**src/rtl/ppu_sprite_pixel_fsm_if.sv**
```systemverilog
// ppu_sprite_pixel_fsm_if: tile request, sprite descriptors, CHR read port and pixel query bundle
interface ppu_sprite_pixel_fsm_if;
  logic        start;
  logic [8:0]  curr_row;
  logic [8:0]  curr_col;
  logic        sprite_table;
  logic        s0_on_tile, s1_on_tile;
  logic [7:0]  s0_tile_num, s1_tile_num;
  logic [7:0]  s0_row, s1_row;
  logic [7:0]  s0_col, s1_col;
  logic [7:0]  s0_attr, s1_attr;
  logic        s0_is_0, s1_is_0;
  logic [13:0] pat_addr;
  logic        pat_rd;
  logic [7:0]  pat_data_in;
  logic        busy;
  logic        done;
  logic [2:0]  pix_x;
  logic [3:0]  spr_color;
  logic        spr_behind_bg;
  logic        spr_s0_opaque;
  modport slave (
    input  start, curr_row, curr_col, sprite_table, s0_on_tile, s1_on_tile, s0_tile_num, s1_tile_num,
           s0_row, s1_row, s0_col, s1_col, s0_attr, s1_attr, s0_is_0, s1_is_0, pat_data_in, pix_x,
    output pat_addr, pat_rd, busy, done, spr_color, spr_behind_bg, spr_s0_opaque
  );
  modport master (
    output start, curr_row, curr_col, sprite_table, s0_on_tile, s1_on_tile, s0_tile_num, s1_tile_num,
           s0_row, s1_row, s0_col, s1_col, s0_attr, s1_attr, s0_is_0, s1_is_0, pat_data_in, pix_x,
    input  pat_addr, pat_rd, busy, done, spr_color, spr_behind_bg, spr_s0_opaque
  );
endinterface

```
**src/rtl/ppu_sprite_pixel_fsm.sv**
```systemverilog
// ppu_sprite_pixel_fsm: per-tile two-slot sprite fetch/compose into an 8-entry pixel buffer; ports clk, rst, bus (slave: tile request, CHR read, pixel query)
module ppu_sprite_pixel_fsm (
  input logic clk,
  input logic rst,
  ppu_sprite_pixel_fsm_if.slave bus
);
  typedef enum logic [1:0] {IDLE, FETCH, COMPOSE} state_t;
  state_t      r_state;
  logic [2:0]  r_cnt;
  logic [8:0]  r_row;
  logic [8:0]  r_col;
  logic        r_table;
  logic [1:0]  r_on;
  logic [1:0]  r_is0;
  logic [7:0]  r_tile [2];
  logic [7:0]  r_srow [2];
  logic [7:0]  r_scol [2];
  logic [7:0]  r_attr [2];
  logic [7:0]  r_lo [2];
  logic [7:0]  r_hi [2];
  logic [5:0]  r_work [8];
  logic [5:0]  r_disp [8];
  logic [13:0] r_addr;
  logic        r_rd;
  logic        r_busy;
  logic        r_done;
  logic [3:0]  r_color;
  logic        r_behind;
  logic        r_s0op;
  logic [9:0]  w_d [2];
  logic [2:0]  w_b [2];
  logic [1:0]  w_pat [2];
  logic [1:0]  w_op;
  logic        w_s0op;
  logic [5:0]  w_pix;
  logic [2:0]  w_nx;
  logic [2:0]  w_cap;
  logic [7:0]  w_data;
  logic        w_unused;
  function automatic logic [13:0] f_addr(input logic tbl, input logic [7:0] tile, input logic plane,
                                         input logic [2:0] crow, input logic [2:0] srow, input logic vf);
    logic [2:0] fy;
    fy = crow - srow;
    return {1'b0, tbl, tile, plane, vf ? ~fy : fy};
  endfunction
  assign w_nx   = r_cnt + 3'd1;
  assign w_cap  = r_cnt - 3'd1;
  assign w_data = r_on[w_cap[1]] ? bus.pat_data_in : 8'h00;
  assign w_unused = ^{r_attr[0][4:2], r_attr[1][4:2], r_row[8:3], r_srow[0][7:3], r_srow[1][7:3]};
  always_comb begin
    for (int s = 0; s < 2; s++) begin
      w_d[s]   = {r_col[8], r_col} + {7'd0, r_cnt} - {2'd0, r_scol[s]};
      w_b[s]   = r_attr[s][6] ? w_d[s][2:0] : ~w_d[s][2:0];
      w_pat[s] = (w_d[s][9:3] == 7'd0) ? {r_hi[s][w_b[s]], r_lo[s][w_b[s]]} : 2'b00;
      w_op[s]  = |w_pat[s];
    end
    w_s0op = |(r_is0 & w_op);
    w_pix  = w_op[0] ? {r_attr[0][1:0], w_pat[0], r_attr[0][5], w_s0op} :
             w_op[1] ? {r_attr[1][1:0], w_pat[1], r_attr[1][5], w_s0op} : 6'd0;
  end
  always_ff @(posedge clk) begin
    if (rst) begin
      r_state  <= IDLE;
      r_cnt    <= '0;
      r_addr   <= '0;
      r_rd     <= 1'b0;
      r_busy   <= 1'b0;
      r_done   <= 1'b0;
      r_color  <= '0;
      r_behind <= 1'b0;
      r_s0op   <= 1'b0;
      for (int i = 0; i < 8; i++) begin
        r_work[i] <= '0;
        r_disp[i] <= '0;
      end
    end else begin
      {r_color, r_behind, r_s0op} <= r_disp[bus.pix_x];
      r_done <= 1'b0;
      case (r_state)
        IDLE: if (bus.start) begin
          r_state   <= FETCH;
          r_cnt     <= '0;
          r_busy    <= 1'b1;
          r_rd      <= 1'b1;
          r_addr    <= f_addr(bus.sprite_table, bus.s0_tile_num, 1'b0, bus.curr_row[2:0], bus.s0_row[2:0], bus.s0_attr[7]);
          r_row     <= bus.curr_row;
          r_col     <= bus.curr_col;
          r_table   <= bus.sprite_table;
          r_on      <= {bus.s1_on_tile, bus.s0_on_tile};
          r_is0     <= {bus.s1_is_0, bus.s0_is_0};
          r_tile[0] <= bus.s0_tile_num;
          r_tile[1] <= bus.s1_tile_num;
          r_srow[0] <= bus.s0_row;
          r_srow[1] <= bus.s1_row;
          r_scol[0] <= bus.s0_col;
          r_scol[1] <= bus.s1_col;
          r_attr[0] <= bus.s0_attr;
          r_attr[1] <= bus.s1_attr;
        end
        FETCH: begin
          r_cnt   <= (r_cnt == 3'd4) ? 3'd0 : w_nx;
          r_state <= (r_cnt == 3'd4) ? COMPOSE : FETCH;
          r_rd    <= r_cnt < 3'd3;
          if (r_cnt < 3'd3)
            r_addr <= f_addr(r_table, r_tile[w_nx[1]], w_nx[0], r_row[2:0], r_srow[w_nx[1]][2:0], r_attr[w_nx[1]][7]);
          if (r_cnt != 3'd0 && w_cap[0])
            r_hi[w_cap[1]] <= w_data;
          if (r_cnt != 3'd0 && !w_cap[0])
            r_lo[w_cap[1]] <= w_data;
        end
        COMPOSE: begin
          r_work[r_cnt] <= w_pix;
          r_cnt         <= w_nx;
          if (r_cnt == 3'd7) begin
            for (int i = 0; i < 7; i++) r_disp[i] <= r_work[i];
            r_disp[7] <= w_pix;
            r_state   <= IDLE;
            r_busy    <= 1'b0;
            r_done    <= 1'b1;
          end
        end
        default: r_state <= IDLE;
      endcase
    end
  end
  assign bus.pat_addr      = r_addr;
  assign bus.pat_rd        = r_rd;
  assign bus.busy          = r_busy;
  assign bus.done          = r_done;
  assign bus.spr_color     = r_color;
  assign bus.spr_behind_bg = r_behind;
  assign bus.spr_s0_opaque = r_s0op;
endmodule
```
**src/flat_wrapper.sv**
```systemverilog
// flat-port wrapper written by rule: the top's interface ports become plain ports
module ppu_sprite_pixel_fsm_flat 
  (clk, rst, bus_start, bus_curr_row, bus_curr_col, bus_sprite_table, bus_s0_on_tile, bus_s1_on_tile, bus_s0_tile_num, bus_s1_tile_num, bus_s0_row, bus_s1_row, bus_s0_col, bus_s1_col, bus_s0_attr, bus_s1_attr, bus_s0_is_0, bus_s1_is_0, bus_pat_data_in, bus_pix_x, bus_pat_addr, bus_pat_rd, bus_busy, bus_done, bus_spr_color, bus_spr_behind_bg, bus_spr_s0_opaque);
  ppu_sprite_pixel_fsm_if bus_i ();
  input logic clk;
  input logic rst;
  input wire logic [$bits(bus_i.start)-1:0] bus_start;
  input wire logic [$bits(bus_i.curr_row)-1:0] bus_curr_row;
  input wire logic [$bits(bus_i.curr_col)-1:0] bus_curr_col;
  input wire logic [$bits(bus_i.sprite_table)-1:0] bus_sprite_table;
  input wire logic [$bits(bus_i.s0_on_tile)-1:0] bus_s0_on_tile;
  input wire logic [$bits(bus_i.s1_on_tile)-1:0] bus_s1_on_tile;
  input wire logic [$bits(bus_i.s0_tile_num)-1:0] bus_s0_tile_num;
  input wire logic [$bits(bus_i.s1_tile_num)-1:0] bus_s1_tile_num;
  input wire logic [$bits(bus_i.s0_row)-1:0] bus_s0_row;
  input wire logic [$bits(bus_i.s1_row)-1:0] bus_s1_row;
  input wire logic [$bits(bus_i.s0_col)-1:0] bus_s0_col;
  input wire logic [$bits(bus_i.s1_col)-1:0] bus_s1_col;
  input wire logic [$bits(bus_i.s0_attr)-1:0] bus_s0_attr;
  input wire logic [$bits(bus_i.s1_attr)-1:0] bus_s1_attr;
  input wire logic [$bits(bus_i.s0_is_0)-1:0] bus_s0_is_0;
  input wire logic [$bits(bus_i.s1_is_0)-1:0] bus_s1_is_0;
  input wire logic [$bits(bus_i.pat_data_in)-1:0] bus_pat_data_in;
  input wire logic [$bits(bus_i.pix_x)-1:0] bus_pix_x;
  output wire logic [$bits(bus_i.pat_addr)-1:0] bus_pat_addr;
  output wire logic [$bits(bus_i.pat_rd)-1:0] bus_pat_rd;
  output wire logic [$bits(bus_i.busy)-1:0] bus_busy;
  output wire logic [$bits(bus_i.done)-1:0] bus_done;
  output wire logic [$bits(bus_i.spr_color)-1:0] bus_spr_color;
  output wire logic [$bits(bus_i.spr_behind_bg)-1:0] bus_spr_behind_bg;
  output wire logic [$bits(bus_i.spr_s0_opaque)-1:0] bus_spr_s0_opaque;
  assign bus_i.start = bus_start;
  assign bus_i.curr_row = bus_curr_row;
  assign bus_i.curr_col = bus_curr_col;
  assign bus_i.sprite_table = bus_sprite_table;
  assign bus_i.s0_on_tile = bus_s0_on_tile;
  assign bus_i.s1_on_tile = bus_s1_on_tile;
  assign bus_i.s0_tile_num = bus_s0_tile_num;
  assign bus_i.s1_tile_num = bus_s1_tile_num;
  assign bus_i.s0_row = bus_s0_row;
  assign bus_i.s1_row = bus_s1_row;
  assign bus_i.s0_col = bus_s0_col;
  assign bus_i.s1_col = bus_s1_col;
  assign bus_i.s0_attr = bus_s0_attr;
  assign bus_i.s1_attr = bus_s1_attr;
  assign bus_i.s0_is_0 = bus_s0_is_0;
  assign bus_i.s1_is_0 = bus_s1_is_0;
  assign bus_i.pat_data_in = bus_pat_data_in;
  assign bus_i.pix_x = bus_pix_x;
  assign bus_pat_addr = bus_i.pat_addr;
  assign bus_pat_rd = bus_i.pat_rd;
  assign bus_busy = bus_i.busy;
  assign bus_done = bus_i.done;
  assign bus_spr_color = bus_i.spr_color;
  assign bus_spr_behind_bg = bus_i.spr_behind_bg;
  assign bus_spr_s0_opaque = bus_i.spr_s0_opaque;
  ppu_sprite_pixel_fsm u_core (.clk(clk), .rst(rst), .bus(bus_i));
endmodule
```
**config.mk**
```make
export PLATFORM = sky130hd
export DESIGN_NAME = ppu_sprite_pixel_fsm_flat
export DESIGN_NICKNAME = d
export VERILOG_FILES = /design/src/rtl/ppu_sprite_pixel_fsm_if.sv /design/src/rtl/ppu_sprite_pixel_fsm.sv /design/src/flat_wrapper.sv
export SDC_FILE = /design/constraint.sdc
export NUM_CORES = 1
export LEC_CHECK = 0
export ABC_AREA = 1
export ABC_CLOCK_PERIOD_IN_PS = 7200
export CAP_MARGIN = 10
export CORE_MARGIN = 3
export CORE_UTILIZATION = 60
export CTS_BUF_LIST = sky130_fd_sc_hd__clkbuf_16
export DETAILED_ROUTE_END_ITERATION = 12
export GPL_ROUTABILITY_DRIVEN = 0
export PLACE_DENSITY = 0.85
export SLEW_MARGIN = 10
export SYNTH_ARGS = -nofsm -noshare
export SYNTH_HDL_FRONTEND = slang
export SYNTH_SLANG_ARGS = --single-unit
```
**constraint.sdc**
```tcl
create_clock -name clk -period 7.2 [get_ports clk]
set_clock_uncertainty 0.05 [all_clocks]
set_input_delay 1.44 -clock clk [delete_from_list [all_inputs] [get_ports clk]]
set_output_delay 1.44 -clock clk [all_outputs]
set_load 0.01 [all_outputs]
```
==> metrics.cfg, run 1 <==
[outcome]
outcome=finished, final reports clean

[placed_design]
pre_cts_ws_ns=2.96
port-buffer-count=100
dp_hpwl_mm=14.3
placed_cells=1280

[pwr]
p_per_area_nw_per_um2=244
p_leak_nw=4.84
power_frac_comb_pct=11.8
switching_share_pct=23.6
clkPwrFrac_pct=39.3
seq_power_share_pct=48.9
p_sw_uw=684
p_int_mw=2.22
p_total_mw=2.90
peakVddDrop_uv=197

[yosys]
synthCells=987
syn_area_um2=9960
syn_nets=1121
ys_ff_latch=214
synth_area_leaders=edfxtp_1 (56%), nor2_1 (6.1%), nand2_1 (6.1%), dfxtp_1 (5.4%), inv_1 (5.3%)
ys_seq_area_share_pct=61.8
synth-edff-count=187
avgSynthCellArea_um2=10.1
yosysTopAreaCell=edfxtp_1
synthDistinctLibCells=41
synthFlopType=edfxtp_1
async_flop_share_pct=0
yosysWarnings=0
synthDominantCellAreaShare_pct=56.4
yosysMostFrequentCell=edfxtp_1
synth_common_cells=edfxtp_1 (187), nor2_1 (163), nand2_1 (162), inv_1 (141), o21ai_0 (65)

[worst_setup_path]
cp-end-kind=flop
r2r_start=u_core.r_cnt[0]$_SDFFE_PP0P_
worst_path_largest_cell_delay_ns=0.57
cp_num_buf_inv=3
r2r-end=u_core.r_work[0][0]$_SDFFCE_PN0P_
crit_family=adder cells
path_cells=ha_1 -> inv_1 -> fa_1 -> inv_1 -> fa_1 -> xor2_1 -> inv_1 -> o211ai_1 -> nand2_1 -> nand2_1 -> nand2_1 -> o2111ai_2 -> a21oi_1
crit_path_top_delay_cell=fa_1
rr_worst_depth=13
cp.arrival_ns=4.46
crit_type=flop to flop
start_kind=flop
cp_max_fo=11
crit_start=u_core.r_cnt[0]$_SDFFE_PP0P_
r2r_slack_ns=2.92
cp.required_ns=7.38

[grt]
grt_pass1_vias=6965
grt_pass1_wl_mm=34.1
grt.total_usage_pct=23.6
grt_max_degree=49
antenna_found_initial=0
gr-total-overflow=0
grt_util_met3_pct=4.81
grt_util_met1_pct=30.7
top_usage_layer=met2
met2_usage_pct=40.4

[flow_run]
drv_cap=0

[timing]
setup_viol=0
fin_ws_ns=2.92
holdWs_ns=0.425
rsz0062_at_grt=false
fmax_ghz=0.234
period_needed_ns=4.28
post-route-period-util_pct=59.4
tns_ns=0
slew_headroom_pct=28.0
hold_violations=0
worst_pin_slew_ns=1.08
drv_slew=0

[route]
avgRoutedWirePerCell_um=16.2
drt-pass1-iter-count=5
viasPerCell=5.41
drt_wl_total_mm=21.4
final_antenna_net_count=0
drt-initial-drc-count=681
drc=0
vias=7136

[clock_tree]
cts_root_buf=clkbuf_16
h-tree-depth=1
post_cts_buffers=0
cts_buffer_depth=3
cts_tree=yes
clkLatencyLatePin_ns=0.52
cts_made_buffers=23
cts_resized=0
hold_buffers=0
cts.sinks=214
cts.reportedPaths.clkPinSlew_ns=0.06

[layout]
final_nets=1223
drive_gt1_share_pct=5.71
syn_to_final_growth_pct=19.4
diodes=0
stdcell_count=1320

[floorplan]
core_area_um2=16100
io_pins=124
dieArea_um2=18200
rows=46
start_util_pct=62.0
fp.dieH_um=135
die_w_um=135

[hold_path]
hp-class=flop to flop
hp-start=u_core.bus.pat_addr[3]$_SDFFE_PP0P_
holdPathStages=2
min_to=u_core.bus.pat_addr[3]$_SDFFE_PP0P_

[registers in the layout, indices dropped and copies added (netlist names), 2 cells and up]
signal,cells
u_core.bus.pat_addr,13
u_core.bus.spr_color,4
u_core.r_attr,10
u_core.r_cnt,3
u_core.r_col,9
u_core.r_disp,48
u_core.r_hi,16
u_core.r_is0,2
u_core.r_lo,16
u_core.r_on,2
u_core.r_row,3
u_core.r_scol,16
u_core.r_srow,6
u_core.r_state,2
u_core.r_tile,16
u_core.r_work,42
[per-stage QoR]
stage | utilization, % | cell area, um^2
global route | 74.0 | 11900
finish | 74.0 | 11900
CTS | 74.0 | 11900
floorplan | - | 9960
global placement | 69.5 | 11200
detailed placement | 69.5 | 11200
[layout make-up]
type	instances	area [um^2]
clock buffers	23	576
clock inverters	17	153
fillers	1038	4170
inverters	142	533
multi-input cells	603	3160
flip-flops and latches	214	6160
well taps	216	270
repair buffers	105	1040
[cell families (layout without fill, tap and decap cells)]
group,count (synthesis),after routing,share of synthesized area (%)
AND/OR/NAND/NOR,394,394,16.5
flip-flops,214,214,61.8
buffers and inverters,170,287,6.48
AO/OA/AOI/OAI,153,153,8.68
adder cells (fa/ha/maj),33,33,4.52
XOR/XNOR,19,19,1.67
multiplexers,3,3,0.302
other,1,1,0.0377
[worst max-delay path by stage]
stage	end	slack, ns	depth (start not counted)
floorplan	u_core.r_attr[0][0]$_DFFE_PP_	2.86	3
global placement	u_core.r_disp[0][1]$_SDFFCE_PN0P_	3.01	4
detailed placement	u_core.r_disp[0][4]$_SDFFCE_PN0P_	2.96	4
CTS	u_core.r_work[0][0]$_SDFFCE_PN0P_	3.00	13
global route	u_core.r_work[0][1]$_SDFFCE_PN0P_	2.73	15
finish	u_core.r_work[0][0]$_SDFFCE_PN0P_	2.92	13
[per-layer routing]
layer	vias to the layer above	wire (um)
met5	-	0
met4	0	403
met3	45	1530
met2	288	10800
met1	3314	8680
li1	3489	-
[layout by cell type, fill, tap and decap left out, drive strengths merged, types with 6 or more instances in the layout]
cell type and count:
a21oi 52, a31oi 11, clkbuf 23, clkdlybuf4s50 100
clkinv 8, dfxtp 27, edfxtp 187, ha 28
inv 147, nand2 171, nand3 40, nor2 169
o2111ai 8, o21ai 67, o22ai 6, or2 6
xnor2 6, xor2 13
[power by group through the flow]
stage	Sequential, mW	Clock (mW)	Combinational (mW)
CTS	1.42	1.15	0.341
global placement	1.44	0	0.325
global route	1.42	1.21	0.378
floorplan	1.45	0	0.201
finish	1.42	1.14	0.342
detailed placement	1.44	0	0.336
[worst min-delay path, delay by kind of cell, from the launching register on]
family	cells	cell delay, ns
flops	1	0.31
simple gates	1	0.06
compound gates	1	0.06
(Power assumes the default switching activity.)
==> inputs of run 2 (changes only) <==
--- a/config.mk
+++ b/config.mk
@@ -6,14 +6,14 @@
 export NUM_CORES = 1
 export LEC_CHECK = 0
 export ABC_AREA = 1
-export ABC_CLOCK_PERIOD_IN_PS = 7200
+export ABC_CLOCK_PERIOD_IN_PS = 3900
 export CAP_MARGIN = 10
 export CORE_MARGIN = 3
-export CORE_UTILIZATION = 60
+export CORE_UTILIZATION = 50
 export CTS_BUF_LIST = sky130_fd_sc_hd__clkbuf_16
 export DETAILED_ROUTE_END_ITERATION = 12
 export GPL_ROUTABILITY_DRIVEN = 0
-export PLACE_DENSITY = 0.85
+export PLACE_DENSITY = 0.76
 export SLEW_MARGIN = 10
 export SYNTH_ARGS = -nofsm -noshare
 export SYNTH_HDL_FRONTEND = slang
==> constraint.sdc (replaced) <==
create_clock -name clk -period 3.9 [get_ports clk]
set_clock_uncertainty 0.05 [all_clocks]
set_input_delay 0.78 -clock clk [delete_from_list [all_inputs] [get_ports clk]]
set_output_delay 0.78 -clock clk [all_outputs]
set_load 0.01 [all_outputs]
==> metrics.cfg, run 2 (synthesized netlist as in run 1, its figures left out) <==
[floorplan]
start_util_pct=52.0  ; -10 points
core_area_um2=19100  ; +19%
dieArea_um2=21600  ; +19%
fp.dieH_um=147  ; +9.1%
io_pins=124  ; unchanged
rows=50  ; +8.7%
die_w_um=147  ; +9.1%

[route]
drc=0  ; unchanged
final_antenna_net_count=0  ; unchanged
drt_wl_total_mm=21.0  ; -2.1%
drt-initial-drc-count=483  ; -29%
vias=7007  ; -1.8%
avgRoutedWirePerCell_um=15.2  ; -6.3%
viasPerCell=5.08  ; -6.0%
drt-pass1-iter-count=5  ; unchanged

[grt]
grt_max_degree=49  ; unchanged
grt_pass1_vias=6779  ; -2.7%
antenna_found_initial=0  ; unchanged
grt_pass1_wl_mm=33.5  ; -1.7%
grt.total_usage_pct=19.1  ; -4.5 points
gr-total-overflow=0  ; unchanged

[timing]
tns_ns=0  ; unchanged
setup_viol=0  ; unchanged
post-route-period-util_pct=93.0  ; +34 points
fin_ws_ns=0.272  ; -2.65 ns
period_needed_ns=3.63  ; -0.652 ns
fmax_ghz=0.276  ; +18%
hold_violations=0  ; unchanged
worst_pin_slew_ns=0.986  ; -0.0903 ns
holdWs_ns=0.427  ; +0.00183 ns
slew_headroom_pct=33.9  ; +5.9 points
drv_slew=0  ; unchanged

[hold_path]
hp-class=flop to flop
holdPathStages=2  ; unchanged

[pwr]
p_per_area_nw_per_um2=428  ; +75%
p_total_mw=5.18  ; +79%
peakVddDrop_uv=386  ; +96%
p_leak_nw=4.90  ; +1.3%

[clock_tree]
hold_buffers=0  ; unchanged
cts.sinks=214  ; unchanged
cts_made_buffers=22  ; -4.3%
clkLatencyLatePin_ns=0.51  ; about the same
cts_tree=yes
cts_root_buf=clkbuf_16
h-tree-depth=1  ; unchanged
cts.reportedPaths.clkPinSlew_ns=0.06  ; about the same
cts_buffer_depth=3  ; unchanged

[layout]
largest-register=u_core.r_disp
syn_to_final_growth_pct=21.5
final_nets=1238  ; +1.2%
diodes=0  ; unchanged
largest_reg_flops=48  ; unchanged
reg_top3=u_core.r_disp (48), u_core.r_work (42)
final_common_cell=edfxtp_1
drive_gt1_share_pct=7.69  ; +2.0 points
final_cell_mix=edfxtp_1 (187), nor2_1 (161), nand2_1 (158)

[worst_setup_path]
cp-end-kind=flop
crit_type=flop to flop
rr_worst_depth=13  ; unchanged
start_kind=flop
worst_path_largest_cell_delay_ns=0.62  ; +0.05 ns
crit_path_top_delay_cell=fa_1
cp.required_ns=4.10  ; -3.28 ns
path_cells=ha_2 -> inv_1 -> fa_2 -> inv_1 -> fa_1 -> xor2_1 -> nand3_1 -> nand3_1 -> nand2_1 -> o2111ai_1 -> nand2_1 -> nand2_2 -> nor2_1
cp_max_fo=8  ; -3
cp.arrival_ns=3.83  ; -0.63 ns

[placed_design]
pre_cts_ws_ns=0.185  ; -2.77 ns
port-buffer-count=100  ; unchanged
dp_hpwl_mm=14.6  ; +1.5%

[outcome]
outcome=finished, final reports clean

[flow_run]
drv_cap=0  ; unchanged

## run 2: changes by cell type in the layout (fill, tap and decap cells not counted), sizes merged
cell      previous run  this run
bufinv               3         1
clkinvlp             1         0
buf                  5        21
clkbuf              23        22
inv                147       150
## run 2: path summary, 6_finish.rpt
kind / from / endpoint / slack [ns]
setup / recovery: u_core.r_cnt[0]$_SDFFE_PP0P_ / u_core.r_work[4][5]$_SDFFCE_PN0P_ / 0.27
hold / removal: u_core.bus.pat_rd$_SDFFE_PP0P_ / u_core.bus.pat_rd$_SDFFE_PP0P_ / 0.43
hold reg to reg: u_core.bus.pat_rd$_SDFFE_PP0P_ / u_core.bus.pat_rd$_SDFFE_PP0P_ / 0.43
setup reg to reg: u_core.r_cnt[0]$_SDFFE_PP0P_ / u_core.r_work[4][5]$_SDFFCE_PN0P_ / 0.27
## run 2: final cells by class
type                            instances  area, um^2
Clock buffer                           22         551
Clock inverter                         17         106
Fill cell                            1534        7040
Inverter                              142         533
Multi-Input combinational cell        603        3260
Sequential cell                       214        6160
Tap cell                              260         325
Timing Repair Buffer                  121        1170
## run 2: through the flow
stage / utilization (%) / area (um^2) / cells
2_1_floorplan: - / 9960 / 987
3_3_place_gp: 59.2 / 11300 / 1339
3_5_place_dp: 59.2 / 11300 / 1339
4_1_cts: 62.7 / 12000 / 1378
5_1_grt: 63.2 / 12100 / 1379
6_report: 63.2 / 12100 / 1379
## run 2: timing repair
action,4_1_cts,5_1_grt
setup endpoints to repair,0,48
gates resized for setup,0,17
buffers inserted,0,1
## run 2: layer usage
| metal | GRT usage (%) | routed length, um | vias to the layer above | share of wire, % |
|---|---|---|---|---|
| met3 | 4.10 | 1290 | 42 | 6.2 |
| met1 | 24.8 | 8950 | 3230 | 43 |
| met5 | 0 | 0 | - | 0 |
| li1 | - | - | 3517 | - |
| met4 | 5.31 | 510 | 0 | 2.4 |
| met2 | 32.7 | 10200 | 218 | 49 |
## run 2: worst max-delay path, delay by kind of cell (launching register included)
kind,cells,cell delay [ns]
compound gates,1,0.26
xor+xnor,1,0.34
simple gates,6,0.87
fa+ha+maj,3,1.34
buf+inv,2,0.17
flops,1,0.33
## run 2: power by group
group | switching [mW] | total, mW | internal [mW]
Combinational | 0.392 | 0.654 | 0.262
Sequential | 0.0355 | 2.62 | 2.58
Clock | 0.823 | 1.91 | 1.09
Total | 1.25 | 5.18 | 3.93
